$ cat config.mk
export PLATFORM = sky130hd
export DESIGN_NAME = nano_cpu
export DESIGN_NICKNAME = d
export VERILOG_FILES = /design/src/rtl/nanocpu_pkg.sv /design/src/rtl/nanocpu_alu.sv /design/src/rtl/nano_cpu.sv
export SDC_FILE = /design/constraint.sdc
export NUM_CORES = 1
export LEC_CHECK = 0
export CORE_MARGIN = 1.5
export CORE_UTILIZATION = 34
export DETAILED_ROUTE_END_ITERATION = 10
export HOLD_SLACK_MARGIN = 0.05
export PLACE_DENSITY_LB_ADDON = 0.15
export SLEW_MARGIN = 20
export SYNTH_ARGS = -nofsm -noshare
export SYNTH_HDL_FRONTEND = slang
export SYNTH_SLANG_ARGS = --single-unit
$ cat constraint.sdc
create_clock -name ck -period 4.4 [get_ports ck]
set_clock_uncertainty 0.15 [all_clocks]
set_input_delay 0.66 -clock ck [delete_from_list [all_inputs] [get_ports ck]]
set_output_delay 0.66 -clock ck [all_outputs]
set_load 0.005 [all_outputs]
$ cat src/rtl/nanocpu_pkg.sv
// Shared types and instruction-field positions for the nano_cpu core.
package nanocpu_pkg;

    typedef enum logic [3:0] {
        OpRead   = 4'h0,
        OpWrite  = 4'h1,
        OpJmp    = 4'h2,
        OpBranch = 4'h3,
        OpXor    = 4'h4,
        OpAdd    = 4'h5,
        OpSub    = 4'h6,
        OpLess   = 4'h7,
        OpInc    = 4'h8,
        OpDec    = 4'h9,
        OpNopA   = 4'hA,
        OpNopB   = 4'hB,
        OpNopC   = 4'hC,
        OpNopD   = 4'hD,
        OpNopE   = 4'hE,
        OpHalt   = 4'hF
    } opcode_e;

    typedef enum logic [1:0] {
        StFetch,
        StDecode,
        StExec,
        StHalt
    } state_e;

    localparam int unsigned OpLsb   = 12;
    localparam int unsigned TLsb    = 8;
    localparam int unsigned S1Lsb   = 4;
    localparam int unsigned S2Lsb   = 0;
    localparam int unsigned AddrLsb = 4;
    localparam int unsigned RLsb    = 0;

    function automatic opcode_e get_op(logic [15:0] ir);
        return opcode_e'(ir[OpLsb +: 4]);
    endfunction

endpackage

$ cat src/rtl/nanocpu_alu.sv
// Combinational ALU for opcodes 4-9; other opcodes yield zero.
module nanocpu_alu
    import nanocpu_pkg::*;
(
    input  logic [3:0]  op_i,
    input  logic [15:0] a_i,
    input  logic [15:0] b_i,
    output logic [15:0] result_o
);

    always_comb begin
        result_o = 16'h0000;
        case (opcode_e'(op_i))
            OpXor:   result_o = a_i ^ b_i;
            OpAdd:   result_o = a_i + b_i;
            OpSub:   result_o = a_i - b_i;
            OpLess:  result_o = {15'd0, (a_i < b_i)};
            OpInc:   result_o = a_i + 16'd1;
            OpDec:   result_o = a_i - 16'd1;
            default: result_o = 16'h0000;
        endcase
    end

endmodule

$ cat src/rtl/nano_cpu.sv
// Three-cycle (fetch/decode/exec) 16-bit accumulator-free CPU with a 16-entry register file.
// Build option: define NANOCPU_HALT_EN to make opcode F halt the core until reset.
module nano_cpu
    import nanocpu_pkg::*;
#(
    parameter logic [7:0] RESET_PC = 8'h00
) (
    input  logic        ck,
    input  logic        rst,
    output logic [7:0]  address,
    input  logic [15:0] dataR,
    output logic [15:0] dataW,
    output logic        ce,
    output logic        we
);

    state_e      state_q, state_d;
    logic [7:0]  pc_q, pc_d;
    logic [15:0] ir_q, ir_d;
    logic [15:0] opa_q, opa_d;
    logic [15:0] opb_q, opb_d;
    logic [15:0] opr_q, opr_d;
    logic [15:0] rf_q [16];

    logic        rf_we;
    logic [3:0]  rf_waddr;
    logic [15:0] rf_wdata;
    logic        we_raw;
    logic [15:0] alu_res;

    opcode_e     op;
    logic [3:0]  fld_t, fld_s1, fld_s2, fld_r;
    logic [7:0]  mem_addr;

    assign op       = get_op(ir_q);
    assign fld_t    = ir_q[TLsb +: 4];
    assign fld_s1   = ir_q[S1Lsb +: 4];
    assign fld_s2   = ir_q[S2Lsb +: 4];
    assign fld_r    = ir_q[RLsb +: 4];
    assign mem_addr = ir_q[AddrLsb +: 8];

    nanocpu_alu u_alu (
        .op_i     (ir_q[OpLsb +: 4]),
        .a_i      (opa_q),
        .b_i      (opb_q),
        .result_o (alu_res)
    );

    always_comb begin
        state_d  = state_q;
        pc_d     = pc_q;
        ir_d     = ir_q;
        opa_d    = opa_q;
        opb_d    = opb_q;
        opr_d    = opr_q;
        rf_we    = 1'b0;
        rf_waddr = fld_t;
        rf_wdata = alu_res;
        address  = pc_q;
        ce       = 1'b0;
        we_raw   = 1'b0;
        dataW    = 16'h0000;
        case (state_q)
            StFetch: begin
                ce      = 1'b1;
                ir_d    = dataR;
                pc_d    = pc_q + 8'd1;
                state_d = StDecode;
            end
            StDecode: begin
                opa_d   = rf_q[fld_s1];
                opb_d   = rf_q[fld_s2];
                opr_d   = rf_q[fld_r];
                state_d = StExec;
            end
            StExec: begin
                state_d = StFetch;
                case (op)
                    OpRead: begin
                        address  = mem_addr;
                        ce       = 1'b1;
                        rf_we    = 1'b1;
                        rf_waddr = fld_r;
                        rf_wdata = dataR;
                    end
                    OpWrite: begin
                        address = mem_addr;
                        ce      = 1'b1;
                        we_raw  = 1'b1;
                        dataW   = opr_q;
                    end
                    OpJmp:    pc_d = mem_addr;
                    OpBranch: if (opr_q != 16'h0000) pc_d = mem_addr;
                    OpXor, OpAdd, OpSub, OpLess, OpInc, OpDec: rf_we = 1'b1;
                    OpHalt: begin
`ifdef NANOCPU_HALT_EN
                        state_d = StHalt;
`else
                        state_d = StFetch;
`endif
                    end
                    default: ;
                endcase
            end
            StHalt:  state_d = StHalt;
            default: state_d = StFetch;
        endcase
    end

    // A reset arriving during a WRITE must not let the memory capture the store.
    assign we = we_raw & ~rst;

    always_ff @(posedge ck) begin
        if (rst) begin
            state_q <= StFetch;
            pc_q    <= RESET_PC;
            ir_q    <= 16'h0000;
            opa_q   <= 16'h0000;
            opb_q   <= 16'h0000;
            opr_q   <= 16'h0000;
            for (int i = 0; i < 16; i++) rf_q[i] <= 16'h0000;
        end else begin
            state_q <= state_d;
            pc_q    <= pc_d;
            ir_q    <= ir_d;
            opa_q   <= opa_d;
            opb_q   <= opb_d;
            opr_q   <= opr_d;
            if (rf_we) rf_q[rf_waddr] <= rf_wdata;
        end
    end

endmodule

# Word-level counts from Yosys, hierarchy flattened

Memories as Yosys holds them, arrays and structs flattened. A register that Yosys moved wholly into a read port is not among the register bits.
Cells that the tools add are included.

Register bits: 26
RAM bits: 256
Input bits: 18
Output and inout port bits: 26
Word-level logic and storage cells: 62
Memories: 1

Memories:

| memory | depth | bits a word | read ports | clocked after Yosys merged registers in | wr ports | line           | text |
|---|---|---|---|---|---|---|---|
| rf_q   | 16    | 16          | 2          | 2                                       | 16       | nano_cpu.sv:23 | `logic [15:0] rf_q [16];` |

Add/sub/neg operators: 5
Magnitude comparators: 1
Equal/unequal tests: 14
Multiplexer cells: 27
Bitwise logic cells: 3
Reductions and logical operators: 8

Operator list:

| cell                  | count |
|---|---|
| $pmux 16 s6           | 1 |
| $mux 16               | 5 |
| $pmux 8 s2            | 2 |
| $mux 8                | 3 |
| $add 16x1->16 const B | 1 |
| $add 16x16->16        | 1 |
| $eq 4x3->1 const B    | 4 |
| $lt 16x16->1          | 1 |
| $reduce_bool 16->1    | 1 |
| $reduce_or 16->1      | 1 |
| $sub 16x1->16 const B | 1 |
| $sub 16x16->16        | 1 |
| $xor 16x16->16        | 1 |
| $mux 4                | 3 |
| $mux 1                | 11 |
| $add 8x1->8 const B   | 1 |
| $eq 4x2->1 const B    | 2 |
| $eq 4x4->1 const B    | 2 |
| $pmux 2 s4            | 1 |
| $reduce_or 7->1       | 1 |
| $eq 2x2->1 const B    | 2 |
| $eq 4x1->1 const B    | 1 |
| $logic_not 4->1       | 1 |
| $ne 3x2->1 const B    | 1 |
| other kinds (9)       | 9 |

# Logic depth before layout (Yosys ltp)

Gate-level depths: netlist (run 1).

Depth after elaboration: 9
Gate-level depth with buffers: 17
Gate-level depth less buffers: 14

# Modules after synthesis

A second synthesis (run 1) with hierarchy kept.

Cell total of the unflattened synthesis: 1,765
Area total of the unflattened synthesis: 18,924.4 um2

By module, submodules not included:

| module      | times used | cells each | area each (um2) | seq. area each (um2) |
|---|---|---|---|---|
| nano_cpu    | 1          | 1,481      | 16,861.2        | 8,848.5 |
| nanocpu_alu | 1          | 284        | 2,063.2         | 0.0 |

# Least setup slack after synthesis (run 1)

No wires, ideal clock.

Path type: register to register
Start: reg, netlist name opr_q[2]
End: mem rf_q[10][13] (data pin)
Library setup time: 270 ps
Data arrival time: 4,122 ps
Data required time: 3,980 ps
Setup slack: -142 ps
Cell stages (with the launch flop): 16
Path buffers: 2
Clock period less this slack: 4,542 ps
Cells stage by stage: dfxtp_1 -> or4_1 -> buf_2 -> or3_1 -> nor2_1 -> xnor2_1 -> a21oi_1 -> ha_1 -> and2_1 -> a221oi_1 -> o21ai_0 -> a2111oi_0 -> mux2_2 -> nor2_1 -> clkbuf_1 -> a21oi_1

RTL lines:

| item      | line |
|---|---|
| to (decl) | nano_cpu.sv:23 |

==> impl_metrics.py, run 1 <==
metrics = {
    "placed_design": {
        "globalplace.congestion": 0.854,
        "portBuffers": 43,
        "dp_hpwl_um": 39900,
    },
    "worst_hold_path": {
        "min_path_cells": 2,
        "whs_endpoint": "state_q[0]",
        "hp-class": "primary input to flip-flop",
        "min_from": "rst",
    },
    "drt": {
        "drt-initial-drc-count": 1351,
        "antenna_left": 0,
        "dr.pass1.iters": 5,
        "viasPerCell": 5.68,
        "wl_per_cell_um": 26.1,
        "wl_um": 56800,
        "vias": 12400,
        "remaining_drc_errors": 0,
    },
    "worst_setup_path": {
        "crit_type": "flip-flop to flip-flop",
        "critPathSlowestCell": "or4_1",
        "start_kind": "flip-flop",
        "cp_cell_sequence": "or4_1 -> or3_1 -> nor2_1 -> xnor2_1 -> a21oi_1 -> ha_1 -> and2_1 -> a221oi_2 -> buf_4 -> nor4b_1 -> a22o_1 -> or4_1 -> and4_1 -> buf_12 -> a21oi_1",
        "rr_worst_depth": 15,
        "crit_fanout": 16,
        "arrival_ps": 4390,
        "worst_setup_path_end_kind": "flip-flop",
        "worstSetupStartpoint": "opr_q[2]",
        "reg2reg_to": "rf_q[4][15]",
        "r2r-start": "opr_q[2]",
        "cp.required_ps": 4530,
        "slowest_delay_ps": 600,
        "regToRegSetupSlack_ps": 140,
    },
    "logic_synthesis": {
        "seq_area_frac_synth_pct": 50.1,
        "yosysUniqueCellTypes": 63,
        "synth-async-reset-ratio_pct": 0,
        "synth_top_area_cell": "edfxtp_1",
        "yosys_warnings": 0,
        "synth_area_sq_mm": 0.0177,
        "avgSynthCellArea_sq_um": 12.6,
        "synthCells": 1405,
        "synth_area_leaders": "edfxtp_1 44%, mux4_2 20%, nor2_1 7.0%",
        "ys.flop_type": "edfxtp_1",
        "yosysTopAreaCellShare_pct": 43.5,
        "synth_edf_count": 256,
        "syn-num-nets": 1462,
        "ys_ff_latch": 314,
    },
    "timing": {
        "period_minus_slack_ps": 4260,
        "slew_violations": 0,
        "period_share_pct": 96.8,
        "tightest_slew_ps": 825,
        "setup_tns_ps": 0,
        "hold_viol": 0,
        "max_freq_mhz": 235,
        "rsz0062_at_grt": "no",
        "holdWs_ps": 318,
        "setup_viol": 0,
        "slew_headroom_pct": 45.0,
    },
    "floorplanning": {
        "die_x_um": 231,
        "rows": 83,
        "num_io_pins": 44,
        "die_area_sq_mm": 0.0534,
        "coreArea_sq_mm": 0.0513,
        "initial_utilization_pct": 34.4,
        "die_h_um": 231,
    },
    "power": {
        "ir_worst_vdd_uv": 209,
        "power.density_mw_per_mm2": 421,
        "power.leakage_uw": 0.00683,
    },
    "cells_and_area": {
        "n_fill_cell": 4902,
        "area_growth_syn_to_layout_pct": 15.8,
        "layout_common_cells": "328 x nor2_1, 256 x edfxtp_1, 160 x mux4_2, 79 x buf_4, 55 x nand2_1",
        "layout_commonest_cell": "nor2_1",
        "antenna_cells": 0,
        "final_nets": 1527,
        "drive_gt1_share_pct": 22.5,
    },
    "cts": {
        "path_clk_slew_ps": 60,
        "cts_tree": "done",
        "cts_root_buf": "clkbuf_16",
        "clock_sink_count": 314,
        "clock_latency_ps": 550,
        "h-tree-depth": 2,
        "cts-hold-fix-buffers": 0,
        "clockBufferDepth": 3,
        "numCtsBuffers": 37,
    },
    "grt": {
        "grt_overflow": 0,
        "grt_pass1_wl_um": 83600,
        "grt_usage_pct": 21.5,
        "grt_pass1_vias": 12400,
        "antenna_found_initial": 0,
        "grt_max_degree": 68,
    },
    "run_status": {
        "outcome": "completed",
    },
    "job": {
        "max_cap_violations": 0,
    },
}
## kinds of logic (layout without fill, tap and decap cells)
| kind of cell | count (synthesis) | after routing | share of synthesized area, % |
|---|---|---|---|
| and+or+nand+nor | 487 | 487 | 11.9 |
| DFF | 314 | 314 | 50.1 |
| muxes | 223 | 223 | 24.0 |
| AOI/OAI and AO/OA | 180 | 180 | 6.88 |
| buffers and inverters | 134 | 224 | 2.91 |
| adders and majority gates | 39 | 39 | 2.85 |
| xor gates and xnor gates | 28 | 28 | 1.39 |
## sequential cells by signal (all words and copies together), names as in the netlist
register  flops
opr_q        16
opa_q        16
state_q       2
ir_q         16
rf_q        256
pc_q          8
## per-layer routing
metal,global-route usage (%),up-vias,part of all wire [%]
met5,0,-,0
met4,6.21,0,2.7
li1,-,5480,-
met1,29.1,6387,43
met3,3.68,82,6.1
met2,35.2,408,48
## critical path, delay by kind of cell (launching register included)
family          cells  cell delay (ps)
simple gates        7             1990
buf+inv             2              370
fa+ha+maj           1              290
flops               1              310
xor+xnor            1              130
compound gates      4              740
## report_power, final
part | switching (uW) | internal [uW]
clock | 1220 | 1620
combinational | 1290 | 977
sequential | 165 | 3340
total | 2680 | 5930
## metrics by stage
| step | std cells | setup WS [ps] | utilization, % | instance area, sq um | power, uW |
|---|---|---|---|---|---|
| after floorplan | 1405 | 11.9 | - | 17700 | 5000 |
| final | 2175 | 139 | 39.9 | 20500 | 8610 |
| after global placement | 2110 | 85.1 | 37.7 | 19300 | 5780 |
| after detailed placement | 2110 | 93.2 | 37.7 | 19300 | 5800 |
| after global routing | 2175 | 2.97 | 39.9 | 20500 | 8980 |
| after CTS | 2174 | 54.5 | 39.8 | 20400 | 8660 |
## worst max path at each step
stage                     slack (ps)           end  cells past startpoint
after floorplan                   10  rf_q[11][11]                     15
final                            140   rf_q[4][15]                     15
after global placement            90  rf_q[10][13]                     14
after detailed placement          90   rf_q[2][13]                     14
after global routing               3   rf_q[4][15]                     15
after CTS                         50   rf_q[2][13]                     14
## cell type report
class                           instances  area, sq um  share of cell area [%]
Tap cell                              680          851                    4.16
Timing Repair Buffer                  130         1180                    5.76
Clock inverter                         15         96.3                   0.471
Clock buffer                           49          981                    4.79
Inverter                               30          113                   0.550
Multi-Input combinational cell        957         8390                    41.0
Sequential cell                       314         8860                    43.3
## Yosys cell counts, types with 6 or more instances
| master | number |
|---|---|
| nand3b_1 | 8 |
| a211oi_1 | 12 |
| mux4_2 | 160 |
| o21a_1 | 13 |
| clkbuf_1 | 84 |
| xnor2_1 | 23 |
| inv_1 | 30 |
| o31ai_1 | 7 |
| nand3_1 | 17 |
| o21ai_0 | 25 |
| a21o_1 | 6 |
| nor3_1 | 16 |
| a22oi_1 | 8 |
| dfxtp_1 | 58 |
| edfxtp_1 | 256 |
| nand2b_1 | 20 |
| nand2_1 | 55 |
| buf_1 | 16 |
| ha_1 | 37 |
| a21oi_2 | 10 |
| mux2i_1 | 54 |
| nor2_1 | 329 |
| a21oi_1 | 51 |
| mux2_2 | 9 |
## timing repair
item / in CTS / in global routing
gates resized for setup: 0 / 7
endpoints found under the setup margin: 0 / 80
setup buffers: 0 / 1
(Power assumes the default switching activity.)
==> inputs of run 2 (changes only) <==
--- a/config.mk
+++ b/config.mk
@@ -5,6 +5,7 @@
 export SDC_FILE = /design/constraint.sdc
 export NUM_CORES = 1
 export LEC_CHECK = 0
+export ABC_CLOCK_PERIOD_IN_PS = 4400
 export CORE_MARGIN = 1.5
 export CORE_UTILIZATION = 34
 export DETAILED_ROUTE_END_ITERATION = 10
==> results of run 2 <==
Same layout as run 1: the final DEF is identical, and so are final timing and power.
==> inputs of run 3 (changes only) <==
--- a/config.mk
+++ b/config.mk
@@ -7,7 +7,7 @@
 export LEC_CHECK = 0
 export ABC_CLOCK_PERIOD_IN_PS = 4400
 export CORE_MARGIN = 1.5
-export CORE_UTILIZATION = 34
+export CORE_UTILIZATION = 32
 export DETAILED_ROUTE_END_ITERATION = 10
 export HOLD_SLACK_MARGIN = 0.05
 export PLACE_DENSITY_LB_ADDON = 0.15
==> run 3 against run 2 <==
Effect of this change: register-to-register slack better by 120 ps; total power is 5.1% higher; hold slack better by 33 ps; sequential share of layout area is 0.58 points lower.
==> impl_metrics.py, run 3 (same netlist as run 1, synthesis figures left out) <==
metrics = {
    "timing": {
        "hold_viol": 0,
        "period_minus_slack_ps": 4140,
        "slew_headroom_pct": 33.9,
        "setup_tns_ps": 0,
        "period_share_pct": 94.1,
        "max_freq_mhz": 242,
        "tightest_slew_ps": 990,
        "rsz0062_at_grt": "no",
        "slew_violations": 0,
        "setup_viol": 0,
        "fin_ws_ps": 261,
    },
    "cells_and_area": {
        "n_fill_cell": 5207,
        "regMostFlops": "rf_q",
        "area_growth_syn_to_layout_pct": 17.4,
        "largest_reg_flops": 256,
        "antenna_cells": 0,
        "final_nets": 1534,
        "drive_gt1_share_pct": 23.7,
        "layout_commonest_cell": "nor2_1",
        "final_util_pct": 38.3,
        "stdcell_count": 2204,
        "fin_area_sq_mm": 0.0208,
        "layout_common_cells": "328 x nor2_1, 256 x edfxtp_1, 160 x mux4_2, 82 x buf_4, 55 x nand2_1",
    },
    "drt": {
        "wl_um": 59900,
        "drt-initial-drc-count": 1165,
        "remaining_drc_errors": 0,
        "viasPerCell": 5.65,
        "dr.pass1.iters": 5,
        "antenna_left": 0,
        "vias": 12400,
        "wl_per_cell_um": 27.2,
    },
    "worst_setup_path": {
        "cp_cell_sequence": "or4_4 -> nor4_4 -> nand2_1 -> nor3_1 -> xnor2_1 -> a21oi_1 -> ha_1 -> o21ai_0 -> a21oi_1 -> nor2_1 -> a22o_1 -> or4b_1 -> o2111a_2 -> buf_12 -> a21oi_1",
        "crit_family": "simple AND/OR/NAND/NOR gates",
        "worst_setup_path_end_kind": "flip-flop",
        "crit_top_cell": "a21oi_1",
        "slowest_delay_ps": 580,
        "crit_fanout": 16,
        "arrival_ps": 4400,
        "crit_type": "flip-flop to flip-flop",
        "start_kind": "flip-flop",
        "cp.required_ps": 4660,
        "cp.buffers_inverters": 1,
        "critPathSlowestCell": "or4_4",
    },
    "cts": {
        "numCtsBuffers": 39,
        "cts_root_buf": "clkbuf_16",
        "h-tree-depth": 2,
        "cts_tree": "done",
        "clock_latency_ps": 590,
        "post_cts_buffers": 0,
        "cts_resized": 0,
        "cts-hold-fix-buffers": 0,
        "clock_sink_count": 314,
        "path_clk_slew_ps": 60,
        "clockBufferDepth": 3,
    },
    "placed_design": {
        "place_ws_ps": 136,
        "dp_hpwl_um": 40800,
        "portBuffers": 43,
        "placement.cell_area_sq_mm": 0.0194,
        "post-place-cells": 2132,
        "globalplace.congestion": 0.889,
    },
    "floorplanning": {
        "die_area_sq_mm": 0.0566,
        "num_io_pins": 44,
        "initial_utilization_pct": 32.6,
        "coreArea_sq_mm": 0.0542,
        "rows": 85,
        "die_x_um": 238,
        "die_h_um": 238,
    },
    "grt": {
        "grt_overflow": 0,
        "grt_max_degree": 68,
        "antenna_found_initial": 0,
        "grt_usage_pct": 21.5,
        "grt_pass1_wl_um": 87500,
        "grt_pass1_vias": 12400,
    },
    "job": {
        "max_cap_violations": 0,
    },
    "power": {
        "ir_worst_vdd_uv": 242,
        "p_switching_uw": 2820,
        "power.leakage_uw": 0.00697,
        "power.density_mw_per_mm2": 436,
        "seqPwrFrac_pct": 38.7,
        "intPower_uw": 6230,
        "netSwitchingFraction_pct": 31.2,
        "clock_power_share_pct": 36.3,
        "comb_power_share_pct": 25.1,
    },
    "worst_hold_path": {
        "hp-class": "flip-flop to flip-flop",
    },
    "run_status": {
        "outcome": "completed",
    },
}
run 3: worst paths after layout:
path | from | endpoint | slack [ps] | cells past startpoint
worst min register to register | opa_q[0] | opa_q[0] | 350 | 2
worst max register to register | opr_q[7] | rf_q[4][15] | 260 | 15
worst min-delay path | opa_q[0] | opa_q[0] | 350 | 2
worst max-delay path | opr_q[7] | rf_q[4][15] | 260 | 15
run 3: routing by layer:
metal  vias to the layer above  GRT usage [%]  share of wire (%)
met1                      6479           29.1                 43
met2                       401           35.7                 48
met3                        74           3.31                6.2
met5                         -              0                  0
li1                       5492              -                  -
met4                         0           6.00                2.5
run 3: power by group through the flow:
stage                     clock network [uW]  logic (uW)  registers (uW)
final                                   3280        2270            3500
after global routing                    3450        2430            3520
after CTS                               3350        2250            3500
after detailed placement                   0        2240            3560
after global placement                     0        2230            3560
after floorplan                            0        1550            3460
run 3: layout make-up:
type	instances	area [sq um]	share of cell area (%)
Multi-Input combinational cell	957	8370	40.3
Tap cell	696	871	4.20
Timing Repair Buffer	135	1240	5.98
Clock inverter	20	206	0.995
Sequential cell	314	8860	42.7
Clock buffer	52	1080	5.23
Inverter	30	113	0.543
run 3: stage by stage:
| stage | power (uW) | hold slack, ps |
|---|---|---|
| 2_1_floorplan | 5000 | 310 |
| 3_3_place_gp | 5790 | 333 |
| 3_5_place_dp | 5800 | 344 |
| 4_1_cts | 9100 | 357 |
| 5_1_grt | 9410 | 399 |
| 6_report | 9050 | 351 |
run 3: tightest hold or removal path, stage by stage (launching register included):
cell and delay, ps:
dfxtp_1 330, mux2i_1 60, nor2_1 70
